==> src/rtl/accel_smoother.sv <==
// Sampled 2^LOG2_TAPS moving average with decaying peak-hold, driving a 16-LED bar.
// Outputs register one edge after the sampling tick; enable=0 freezes every piece of state.
module accel_smoother #(
    parameter int SAMPLE_DIV = 1_000_000,
    parameter int LOG2_TAPS  = 3,
    parameter int PEAK_HOLD  = 50
) (
    input  logic        clk,
    input  logic        rst_n,
    input  logic [8:0]  accel_in,
    input  logic        enable,
    output logic [8:0]  avg_out,
    output logic        avg_valid,
    output logic [8:0]  peak_out,
    output logic [15:0] led_bar
);

    localparam int TAPS = 1 << LOG2_TAPS;
    localparam int CW   = $clog2(SAMPLE_DIV);
    localparam int SW   = 9 + LOG2_TAPS;
    localparam int HW   = $clog2(PEAK_HOLD + 1);
    localparam logic [CW-1:0] LAST = CW'(SAMPLE_DIV - 1);

    typedef enum logic {UNPRIMED, RUN} state_t;

    state_t                state, state_next;
    logic [CW-1:0]         cnt;
    logic                  tick;
    logic                  prime;
    logic [SW-1:0]         sum;
    logic [LOG2_TAPS-1:0]  wr_ptr;
    logic [8:0]            taps_mem [TAPS];
    logic                  pend;
    logic [HW-1:0]         hold_cnt, hold_next;
    logic [8:0]            avg_new, peak_next;

    assign tick    = enable && (cnt == LAST);
    assign avg_new = sum[SW-1:LOG2_TAPS];

    always_ff @(posedge clk or negedge rst_n) begin
        if (!rst_n)
            cnt <= '0;
        else if (enable)
            cnt <= (cnt == LAST) ? '0 : cnt + CW'(1);
    end

    always_ff @(posedge clk or negedge rst_n) begin
        if (!rst_n)
            state <= UNPRIMED;
        else
            state <= state_next;
    end

    always_comb begin
        state_next = state;
        prime      = 1'b0;
        if (tick && state == UNPRIMED) begin
            prime      = 1'b1;
            state_next = RUN;
        end
    end

    // The first sample after reset floods the whole window so the average starts settled.
    always_ff @(posedge clk or negedge rst_n) begin
        if (!rst_n) begin
            sum    <= '0;
            wr_ptr <= '0;
        end else if (tick) begin
            if (prime) begin
                sum    <= SW'(accel_in) << LOG2_TAPS;
                wr_ptr <= '0;
            end else begin
                sum    <= sum + SW'(accel_in) - SW'(taps_mem[wr_ptr]);
                wr_ptr <= wr_ptr + 1'b1;
            end
        end
    end

    always_ff @(posedge clk) begin
        if (tick) begin
            if (prime) begin
                for (int i = 0; i < TAPS; i++)
                    taps_mem[i] <= accel_in;
            end else begin
                taps_mem[wr_ptr] <= accel_in;
            end
        end
    end

    always_comb begin
        peak_next = peak_out;
        hold_next = hold_cnt;
        if (avg_new >= peak_out) begin
            peak_next = avg_new;
            hold_next = '0;
        end else if (hold_cnt < HW'(PEAK_HOLD)) begin
            hold_next = hold_cnt + HW'(1);
        end else begin
            // avg_new < peak_out here, so peak_out >= 1 and the decrement cannot wrap.
            peak_next = ((peak_out - 9'd1) > avg_new) ? (peak_out - 9'd1) : avg_new;
        end
    end

    always_ff @(posedge clk or negedge rst_n) begin
        if (!rst_n) begin
            pend      <= 1'b0;
            avg_valid <= 1'b0;
            avg_out   <= '0;
            peak_out  <= '0;
            hold_cnt  <= '0;
            led_bar   <= '0;
        end else if (enable) begin
            pend      <= tick;
            avg_valid <= pend;
            if (pend) begin
                avg_out  <= avg_new;
                peak_out <= peak_next;
                hold_cnt <= hold_next;
                led_bar  <= (16'd1 << avg_new[8:5]) | (16'd1 << peak_next[8:5]);
            end
        end else begin
            avg_valid <= 1'b0;
        end
    end

endmodule

==> config.mk <==
export PLATFORM = sky130hd
export DESIGN_NAME = accel_smoother
export DESIGN_NICKNAME = d
export VERILOG_FILES = /design/src/rtl/accel_smoother.sv
export SDC_FILE = /design/constraint.sdc
export NUM_CORES = 1
export LEC_CHECK = 0
export CORE_UTILIZATION = 64
export CTS_CLUSTER_DIAMETER = 60
export CTS_CLUSTER_SIZE = 28
export DETAILED_ROUTE_END_ITERATION = 12
export DONT_BUFFER_PORTS = 1
export GPL_TIMING_DRIVEN = 1
export HOLD_SLACK_MARGIN = 0.06
export PLACE_DENSITY_LB_ADDON = 0.25
export SYNTH_ARGS = -nofsm -noshare
export SYNTH_HDL_FRONTEND = slang
export SYNTH_SLANG_ARGS = --single-unit
==> constraint.sdc <==
create_clock -name clk -period 5.58 [get_ports clk]
set_clock_uncertainty 0.15 [all_clocks]
set_input_delay 1.116 -clock clk [delete_from_list [all_inputs] [get_ports clk]]
set_output_delay 1.116 -clock clk [all_outputs]
set_load 0.005 [all_outputs]
==> reports/qor.csv, run 1 <==
metric,value,unit
hold_buf cts,0,
die extent in x,112,um
post-CTS resize count,0,
fin nets,703,
Post-Syn Area,7720,um^2
Final GP Congestion,0.907,
num ports,47,
CP required,5.69,ns
Finished Cell Area,8450,um^2
vias in the first global route,5361,
min cycle time layout,4.72,ns
setup TNS,0,ns
most frequent cells in the layout,"78 x dfrtp_1, 72 x edfxtp_1, 56 x inv_1, 52 x nand2_1, 34 x ha_1",
Rows,39,
"CTS clk-pin slew, worst paths",0.06,ns
Max VDD drop,0.000274,V
CTS Buffer Depth,2,
Mapped Cells,650,
drt via density,6.46,
"EDFF count, synth",72,
CP max FO,25,
power per cell area,303,nW/um^2
violated checks,DRC,
utilization after layout,0.731,
status,"finished, violations left",
Die ar.,12500,um^2
synth warn,0,
Max stage delay on crit path,1.09,ns
"flops & latches, synth",150,
antenna-violating nets left,0,
vias,5192,
Async SR Flop Fraction,0.520,
CP Class,reg2reg,
H-tree Lvls,4,
part of the cycle the worst path needs,0.846,
Worst Path Arrival,4.83,ns
Critical path buffers and inverters,1,
n_diodes,0,
cell mode on critical path,a21oi_1,
Min Hold Slack,0.233,ns
Die H,112,um
fill cell count,739,
Worst path top cell family by delay,multiplexers,
max-slew violations,0,
synthesized area per cell,11.9,um^2
max-cap violation count,0,
core area,11600,um^2
Remaining DRCs,4,
Iteration-0 DRC Markers,493,
P&R area growth vs syn,9.46,%
WL final,15.9,mm
Synth Flop Type,dfrtp_1,
Initial Util,0.668,
first-pass GRT wire length,27.0,mm
share of cells above drive strength 1,0.123,
synth unique cells,65,
Wirelength per Cell,19.8,um
Worst-Skew Late Latency,0.42,ns
initial antenna violation count,0,
TritonRoute pass-1 iters,10,
Hold Crit Class,in2async,
unrepaired setup endpoints after global routing,no,
Sink Count,150,
Fin. Hold Viols,0,
"Cell Chain, Critical Path",mux4_2 > mux2_2 > fa_1 > inv_1 > ha_1 > or2_2 > a21oi_1 > o311ai_1 > a21o_1 > a21oi_1 > xnor2_1 > mux2i_1 > a221oi_1,
CTS buffer count,17,
Startpoint Class,register,
CTS Root Cell,clkbuf_16,
Static Leakage,3.39,nW
Area after DPL,7850,um^2
CP max stage cell,dfrtp_1,
Slew headroom,0.208,
"most common cell after layout, fill and taps aside",dfrtp_1,
largest net degree at the start of global routing,79,
GRT Total Usage,0.283,
endpoint class of the critical path,register,
Overflow after GRT,0,
setup violators final,0,
Port-buffer cells,0,
"Seq/Total Area, Yosys",0.533,
Post-CTS Setup Inserts,0,
DP Wirelength,10.7,mm
Syn Nets,705,
FMAX,212,MHz
CTS tree,yes,
Worst-Margin Slew,1.19,ns
[cells in the mapped netlist (all sizes together) (3+ instances only)]
cell type  instances  area [um^2]
and2               4         25.0
a221oi             4         35.0
xor2              10         87.6
mux4              18          405
a221o             16          160
nand3             18         90.1
mux2              10          113
nand2             52          195
nor4               8         65.1
nor2b              4         25.0
a21oi             30          154
o21ai             44          220
o21a               3         22.5
and4               3         26.3
nand3b             6         45.0
dfrtp             78         1950
and3               3         23.8
xnor2             21          184
a211oi             4         35.0
nand2b             4         25.0
fa                 9          180
nor3b              3         32.5
a21o               7         52.6
nor3              14         75.1
a22oi              3         22.5
nand4              7         43.8
buf                5         20.0
or3                3         18.8
clkbuf            24         90.1
ha                34          425
a2bb2oi            3         26.3
nor2              33          134
edfxtp            72         2160
mux2i             11          110
inv               56          210
a31oi              4         25.0
[layer usage]
metal  part of all wire  vias to the layer above  global-route usage
met4              0.015                        0              0.0964
met2               0.48                      203               0.439
li1                   -                     2380                   -
met5                  0                        -                   0
met1               0.44                     2586               0.384
met3              0.066                       23              0.0833
[logic make-up (layout without fill, tap and decap cells)]
kind of cell | count (synthesis) | after routing | share of synthesized area
xor gates and xnor gates | 31 | 31 | 0.0352
muxes | 39 | 39 | 0.0813
adders and majority gates | 43 | 43 | 0.0784
AOI/OAI and AO/OA | 133 | 133 | 0.116
buffers and inverters | 85 | 96 | 0.0415
and+or+nand+nor | 169 | 169 | 0.115
DFF | 150 | 150 | 0.533
[metrics by stage]
stage	worst slack [ns]	instances	total power [mW]
after global routing	0.560	804	2.64
after CTS	0.810	804	2.57
after floorplan	0.955	650	1.38
after global placement	1.01	772	1.40
after detailed placement	0.836	772	1.41
final	0.860	804	2.56
[final timing paths]
kind | end | start | depth (start not counted) | slack [ns]
worst max-delay path | sum[11]$_DFFE_PN0P_ | wr_ptr[0]$_DFFE_PN0P_ | 13 | 0.86
worst min-delay path | avg_out[3]$_DFFE_PN0P_ | rst_n | 0 | 0.23
worst max register to register | sum[11]$_DFFE_PN0P_ | wr_ptr[0]$_DFFE_PN0P_ | 13 | 0.86
worst min register to register | cnt[4]$_DFFE_PN0P_ | cnt[4]$_DFFE_PN0P_ | 1 | 0.33
max in group asynchronous | sum[1]$_DFFE_PN0P_ | rst_n | 0 | 4.88
min in group clk | cnt[4]$_DFFE_PN0P_ | cnt[4]$_DFFE_PN0P_ | 1 | 0.33
[sequential cells by signal (all words and copies together) (netlist names)]
signal and flops:
state 1, taps_mem 72, avg_out 9, pend 1
cnt 20, led_bar 16, hold_cnt 6, wr_ptr 3
avg_valid 1, peak_out 9, sum 12
[power by group]
group | switching [mW] | leakage (nW) | internal (mW)
Clock | 0.459 | 0.278 | 0.704
Sequential | 0.0352 | 1.69 | 1.19
Combinational | 0.0925 | 1.43 | 0.0735
[area by class of cell]
cell class / count / area, um^2 / share of cell area
Multi-Input combinational cell: 415 / 3290 / 0.389
Inverter: 56 / 210 / 0.0249
Timing Repair Buffer: 8 / 60.1 / 0.00711
Clock buffer: 17 / 425 / 0.0503
Clock inverter: 15 / 176 / 0.0209
Sequential cell: 150 / 4110 / 0.487
Tap cell: 143 / 179 / 0.0212
No activity file was read; power rests on OpenSTA's default activity.
==> run 2, diff against run 1 <==
--- a/config.mk
+++ b/config.mk
@@ -5,6 +5,7 @@
 export SDC_FILE = /design/constraint.sdc
 export NUM_CORES = 1
 export LEC_CHECK = 0
+export ABC_AREA = 1
 export CORE_UTILIZATION = 64
 export CTS_CLUSTER_DIAMETER = 60
 export CTS_CLUSTER_SIZE = 28
==> constraint.sdc (replaced) <==
create_clock -name clk -period 4.4 [get_ports clk]
set_clock_uncertainty 0.15 [all_clocks]
set_input_delay 0.88 -clock clk [delete_from_list [all_inputs] [get_ports clk]]
set_output_delay 0.88 -clock clk [all_outputs]
set_load 0.005 [all_outputs]
==> run 2 against run 1 <==
  * The run now ends clean
  * Hold slack worse by 0.054 ns
  * Flip-flop and latch count stayed put
  * Register-to-register slack worse by 0.40 ns
  * Critical path type unchanged
  * Critical endpoint unchanged
  * Largest cell class unchanged
  * Highest routed layer unchanged
==> reports/qor.csv, run 2 <==
metric,value,unit
Rows,40,
synthesized area per cell,9.27,um^2
setup TNS,0,ns
post-synth top area share,0.267,
DP Wirelength,13.1,mm
max-cap violation count,0,
drt via density,5.99,
status,"complete, no violations",
Wirelength per Cell,17.8,um
Switching Fraction,0.245,
Sink Count,150,
Startpoint Class,register,
Syn Nets,929,
CP max FO,7,
Flop pwr share,0.476,
CTS buffer count,17,
global routing met2 resource utilization,0.511,
PnR Total Power,3.26,mW
power per cell area,366,nW/um^2
cell mode on critical path,nand2_1,
adder-cell share of the synthesized area,0.0748,
min cycle time layout,3.94,ns
Die H,114,um
"flops & latches, synth",150,
CP required,4.57,ns
"Cell Chain, Critical Path",nor2_1 > inv_1 > nor2_1 > o21ai_0 > o2111ai_1 > fa_1 > inv_1 > ha_1 > a21o_1 > nand3_1 > and2_0 > nand3_1 > nand2_1 > nand2_1 > a21oi_1 > a21oi_1 > o21ai_0 > nand2_1,
CTS Buffer Depth,2,
CP max stage cell,nor2_1,
Static Leakage,3.84,nW
"Seq/Total Area, Yosys",0.508,
largest net degree at the start of global routing,79,
Max stage delay on crit path,0.49,ns
core area,12200,um^2
Max VDD drop,0.000483,V
Overflow after GRT,0,
share of cells above drive strength 1,0.114,
largest family of logic cells by synthesized area,simple AND/OR/NAND/NOR gates,
Post-Syn Area,8100,um^2
CP Class,reg2reg,
unrepaired setup endpoints after global routing,no,
Port-buffer cells,0,
Iteration-0 DRC Markers,688,
H-tree Lvls,4,
Worst-Skew Late Latency,0.44,ns
vias,6382,
num ports,47,
Worst-Margin Slew,1.22,ns
initial antenna violation count,0,
endpoint class of the critical path,register,
grt met1 use,0.376,
Fin. Hold Viols,0,
Slew headroom,0.186,
CTS Root Cell,clkbuf_16,
first-pass GRT wire length,30.3,mm
Yosys top cell by area,edfxtp_1,
Sw Pwr,0.799,mW
Synth Area in Simple Gates,0.209,
FMAX,254,MHz
biggest registers after layout,"taps_mem (72), cnt (20), led_bar (16)",
Initial Util,0.666,
antenna-violating nets left,0,
"EDFF count, synth",72,
synth unique cells,52,
Largest register FFs,72,
GRT Total Usage,0.309,
n_diodes,0,
fin nets,939,
"CTS clk-pin slew, worst paths",0.06,ns
post-CTS resize count,0,
utilization after layout,0.732,
"most common cell after layout, fill and taps aside",nand2_1,
multiplexer share of the synthesized area,0,
Worst Path Arrival,4.12,ns
setup violators final,0,
Die ar.,13100,um^2
top-count cell post-synth,nand2_1,
die extent in x,114,um
synth warn,0,
part of the cycle the worst path needs,0.896,
met3 usage,0.0810,
Final GP Congestion,0.958,
Remaining DRCs,0,
vias in the first global route,6285,
most frequent cells in the layout,"158 x nand2_1, 97 x inv_1, 94 x nor2_1, 78 x dfrtp_1, 73 x o21ai_0",
Hold Crit Class,in2async,
max-slew violations,0,
Gate power share,0.088,
WL final,19.0,mm
Commonest cells post-synth,"158 x nand2_1, 97 x inv_1, 94 x nor2_1",
CTS tree,yes,
Synth area leaders,"edfxtp_1 27%, dfrtp_1 24%, nand2_1 7.3%",
"Most flops, register",taps_mem,
P&R area growth vs syn,9.86,%
P_int,2.46,mW
Async SR Flop Fraction,0.520,
post-synthesis xor/xnor area fraction,0.0141,
TritonRoute pass-1 iters,7,
Mapped Cells,874,
Clock Power Share,0.437,
Synth Flop Type,dfrtp_1,
GRT Max-Usage Layer,met2,
Synth Area in Compound Gates,0.132,
Min Hold Slack,0.179,ns
run 2: final cells by class:
type	count	area, um^2
clock buffer	21	450
clock inverter	11	124
fill	871	3260
inverter	110	415
multi-input combinational	594	3480
sequential	150	4110
tap	168	210
timing repair buffer	11	103
run 2: repair_timing:
action                    CTS  global route
hold endpoints to repair   78             0
hold buffers                1             0
buffers inserted            0             0
run 2: final timing paths:
kind / slack, ns / start / to / depth (start not counted)
setup / recovery: 0.46 / wr_ptr[1]$_DFFE_PN0P_ / sum[11]$_DFFE_PN0P_ / 18
hold / removal: 0.18 / rst_n / sum[1]$_DFFE_PN0P_ / 1
setup reg to reg: 0.46 / wr_ptr[1]$_DFFE_PN0P_ / sum[11]$_DFFE_PN0P_ / 18
hold reg to reg: 0.34 / hold_cnt[3]$_DFFE_PN0P_ / hold_cnt[3]$_DFFE_PN0P_ / 1
max in group asynchronous: 3.58 / rst_n / cnt[1]$_DFFE_PN0P_ / 1
min in group clk: 0.34 / hold_cnt[3]$_DFFE_PN0P_ / hold_cnt[3]$_DFFE_PN0P_ / 1
run 2: cell families after synthesis:
group / count (synthesis)
simple gates: 358
buf+inv: 130
fa+ha+maj: 43
compound gates: 180
flops: 150
xor+xnor: 13
run 2: stage by stage:
| step | area [um^2] | cells | setup WS, ns |
|---|---|---|---|
| 6_report | 8900 | 1065 | 0.456 |
| 5_1_grt | 8900 | 1065 | 0.297 |
| 4_1_cts | 8900 | 1065 | 0.558 |
| 3_5_place_dp | 8300 | 1032 | 0.619 |
| 3_3_place_gp | 8300 | 1032 | 0.820 |
| 2_1_floorplan | 8100 | 874 | 1.19 |
run 2: power groups by stage:
| stage | Sequential, mW | Clock, mW | Combinational [mW] |
|---|---|---|---|
| floorplan | 1.57 | 0 | 0.214 |
| finish | 1.55 | 1.42 | 0.287 |
| CTS | 1.55 | 1.43 | 0.283 |
| global route | 1.56 | 1.49 | 0.321 |
| global placement | 1.57 | 0 | 0.248 |
| detailed placement | 1.58 | 0 | 0.264 |
run 2: worst max-delay path, delay by kind of cell (launching register included):
| kind | cells | cell delay [ns] |
|---|---|---|
| simple gates | 8 | 1.22 |
| compound gates | 6 | 0.91 |
| flops | 1 | 0.42 |
| fa+ha+maj | 2 | 0.74 |
| buf+inv | 2 | 0.38 |
run 2: per-layer routing:
metal / vias to the layer above / wire length (um)
li1: 2991 / -
met1: 3037 / 7620
met2: 293 / 9440
met3: 61 / 1330
met4: 0 / 579
met5: - / 0
==> run 3, diff against run 2 <==
--- a/config.mk
+++ b/config.mk
@@ -6,7 +6,9 @@
 export NUM_CORES = 1
 export LEC_CHECK = 0
 export ABC_AREA = 1
-export CORE_UTILIZATION = 64
+export CELL_PAD_IN_SITES_DETAIL_PLACEMENT = 1
+export CELL_PAD_IN_SITES_GLOBAL_PLACEMENT = 2
+export CORE_UTILIZATION = 41
 export CTS_CLUSTER_DIAMETER = 60
 export CTS_CLUSTER_SIZE = 28
 export DETAILED_ROUTE_END_ITERATION = 12
==> run 3 against run 2 <==
  * Via count shrank 0.86%
  * Highest routed layer unchanged
  * Hold slack got worse by 0.039 ns
  * Design area increased by 2.0%
  * Routed wire length rose by 19%
  * Clock power increased by 12%
  * Critical endpoint unchanged
  * Critical path type unchanged
  * Flip-flop and latch count stayed put
  * Non-clock buffer count unchanged
  * Total power increased by 5.5%
==> reports/qor.csv, run 3 (synthesis gave the netlist of run 2 again) <==
metric,value,unit
status,"complete, no violations",
largest net degree at the start of global routing,79,
utilization after layout,0.468,
endpoint class of the critical path,register,
max-slew violations,0,
GRT Total Usage,0.241,
Critical R2R Capture,sum[11]$_DFFE_PN0P_,
CP max FO,7,
Max stage delay on crit path,0.47,ns
vias,6327,
TritonRoute pass-1 iters,5,
Worst-Skew Late Latency,0.43,ns
fill cell count,2246,
"Most flops, register",taps_mem,
r2r startpoint,wr_ptr[1]$_DFFE_PN0P_,
CTS Root Cell,clkbuf_16,
CTS buffer count,17,
antenna-violating nets left,0,
Die ar.,20300,um^2
Initial Util,0.418,
P&R area growth vs syn,12.0,%
max-cap violation count,0,
most frequent cells in the layout,"158 x nand2_1, 97 x inv_1, 94 x nor2_1, 78 x dfrtp_1, 73 x o21ai_0",
Wirelength per Cell,19.5,um
core area,19400,um^2
cell mode on critical path,nand2_1,
share of cells above drive strength 1,0.116,
CP required,4.57,ns
first-pass GRT wire length,37.0,mm
WL final,22.7,mm
min cycle time layout,3.79,ns
Finished Cell Area,9070,um^2
Area after DPL,8420,um^2
Die H,143,um
initial antenna violation count,0,
Fin. Hold Viols,0,
Rows,51,
Hold Crit Class,in2async,
die extent in x,143,um
grt met1 use,0.299,
FMAX,264,MHz
setup TNS,0,ns
Worst Path Arrival,3.96,ns
Remaining DRCs,0,
"most common cell after layout, fill and taps aside",nand2_1,
Final GP Congestion,0.847,
Worst-Margin Slew,0.999,ns
vias in the first global route,6827,
Static Leakage,3.88,nW
Critical path buffers and inverters,2,
unrepaired setup endpoints after global routing,no,
Worst path top cell family by delay,simple AND/OR/NAND/NOR gates,
Largest register FFs,72,
met3 usage,0.0444,
"Cell Chain, Critical Path",nor2_1 > inv_1 > nor2_1 > o21ai_0 > o2111ai_1 > fa_1 > inv_1 > ha_1 > a21o_1 > nand3_1 > nand2_1 > nand2_1 > nand3_1 > nand2_1 > nand2_1 > a21oi_1 > a21oi_1 > o21ai_0 > nand2_1,
Overflow after GRT,0,
Min Hold Slack,0.141,ns
part of the cycle the worst path needs,0.862,
CTS tree,yes,
fin nets,939,
CTS Buffer Depth,2,
global routing met2 resource utilization,0.425,
H-tree Lvls,4,
CP max stage cell,fa_1,
CP Class,reg2reg,
GRT Max-Usage Layer,met2,
power per cell area,379,nW/um^2
Iteration-0 DRC Markers,271,
register-to-register setup slack,0.61,ns
biggest registers after layout,"taps_mem (72), cnt (20), led_bar (16)",
Max VDD drop,0.000267,V
"CTS clk-pin slew, worst paths",0.07,ns
drt via density,5.45,
Slew headroom,0.332,
setup violators final,0,
Worst R2R Path Depth,19,
Post-CTS Setup Inserts,0,
Startpoint Class,register,
num ports,47,
Sink Count,150,
n_diodes,0,
Port-buffer cells,0,
DP Wirelength,16.3,mm
==> run 3: worst max path at each step <==
stage,start,to,slack [ns],cells after the start
floorplan,wr_ptr[0]$_DFFE_PN0P_,sum[10]$_DFFE_PN0P_,1.19,16
detailed placement,wr_ptr[2]$_DFFE_PN0P_,sum[10]$_DFFE_PN0P_,0.70,16
finish,wr_ptr[1]$_DFFE_PN0P_,sum[11]$_DFFE_PN0P_,0.61,19
global placement,wr_ptr[2]$_DFFE_PN0P_,sum[10]$_DFFE_PN0P_,0.77,16
global route,wr_ptr[1]$_DFFE_PN0P_,sum[11]$_DFFE_PN0P_,0.21,19
CTS,wr_ptr[1]$_DFFE_PN0P_,sum[11]$_DFFE_PN0P_,0.60,19
==> run 3: layout make-up <==
cell class | instances | area (um^2) | share of cell area
clock buffer | 17 | 425 | 0.0469
sequential | 150 | 4110 | 0.453
tap | 265 | 332 | 0.0365
timing repair buffer | 11 | 103 | 0.0113
multi-input combinational | 594 | 3480 | 0.384
inverter | 110 | 415 | 0.0458
clock inverter | 14 | 204 | 0.0225
==> run 3: repair_timing <==
action,CTS,global route
resized for setup,0,0
hold buffers,1,0
endpoints found under the hold margin,78,0
endpoints found under the setup margin,0,0
==> run 3: per-stage QoR <==
stage | power, mW | cells | worst slack (ns)
after floorplan | 1.78 | 874 | 1.19
after global placement | 1.84 | 1129 | 0.766
after detailed placement | 1.86 | 1129 | 0.701
after CTS | 3.47 | 1161 | 0.598
after global routing | 3.56 | 1161 | 0.209
final | 3.44 | 1161 | 0.606
==> run 3: report_power, final <==
part           switching (mW)  total [mW]  internal, mW
clock                   0.671        1.59         0.921
combinational           0.190       0.296         0.106
sequential             0.0477        1.55          1.50
==> run 3: routing by layer <==
layer / routed length, um / up-vias
met5: 0 / -
met4: 376 / 0
met3: 796 / 29
met2: 11600 / 103
met1: 9920 / 3201
li1: - / 2994
==> run 3: worst reg2reg max path, cell delays in order, from the launching register on <==
cell and delay, ns:
dfrtp_1 0.43, nor2_1 0.43, inv_1 0.28, nor2_1 0.17
o21ai_0 0.14, o2111ai_1 0.20, fa_1 0.47, inv_1 0.07
ha_1 0.29, a21o_1 0.23, nand3_1 0.07, nand2_1 0.07
nand2_1 0.07, nand3_1 0.09, nand2_1 0.09, nand2_1 0.06
a21oi_1 0.16, a21oi_1 0.08, o21ai_0 0.07, nand2_1 0.06
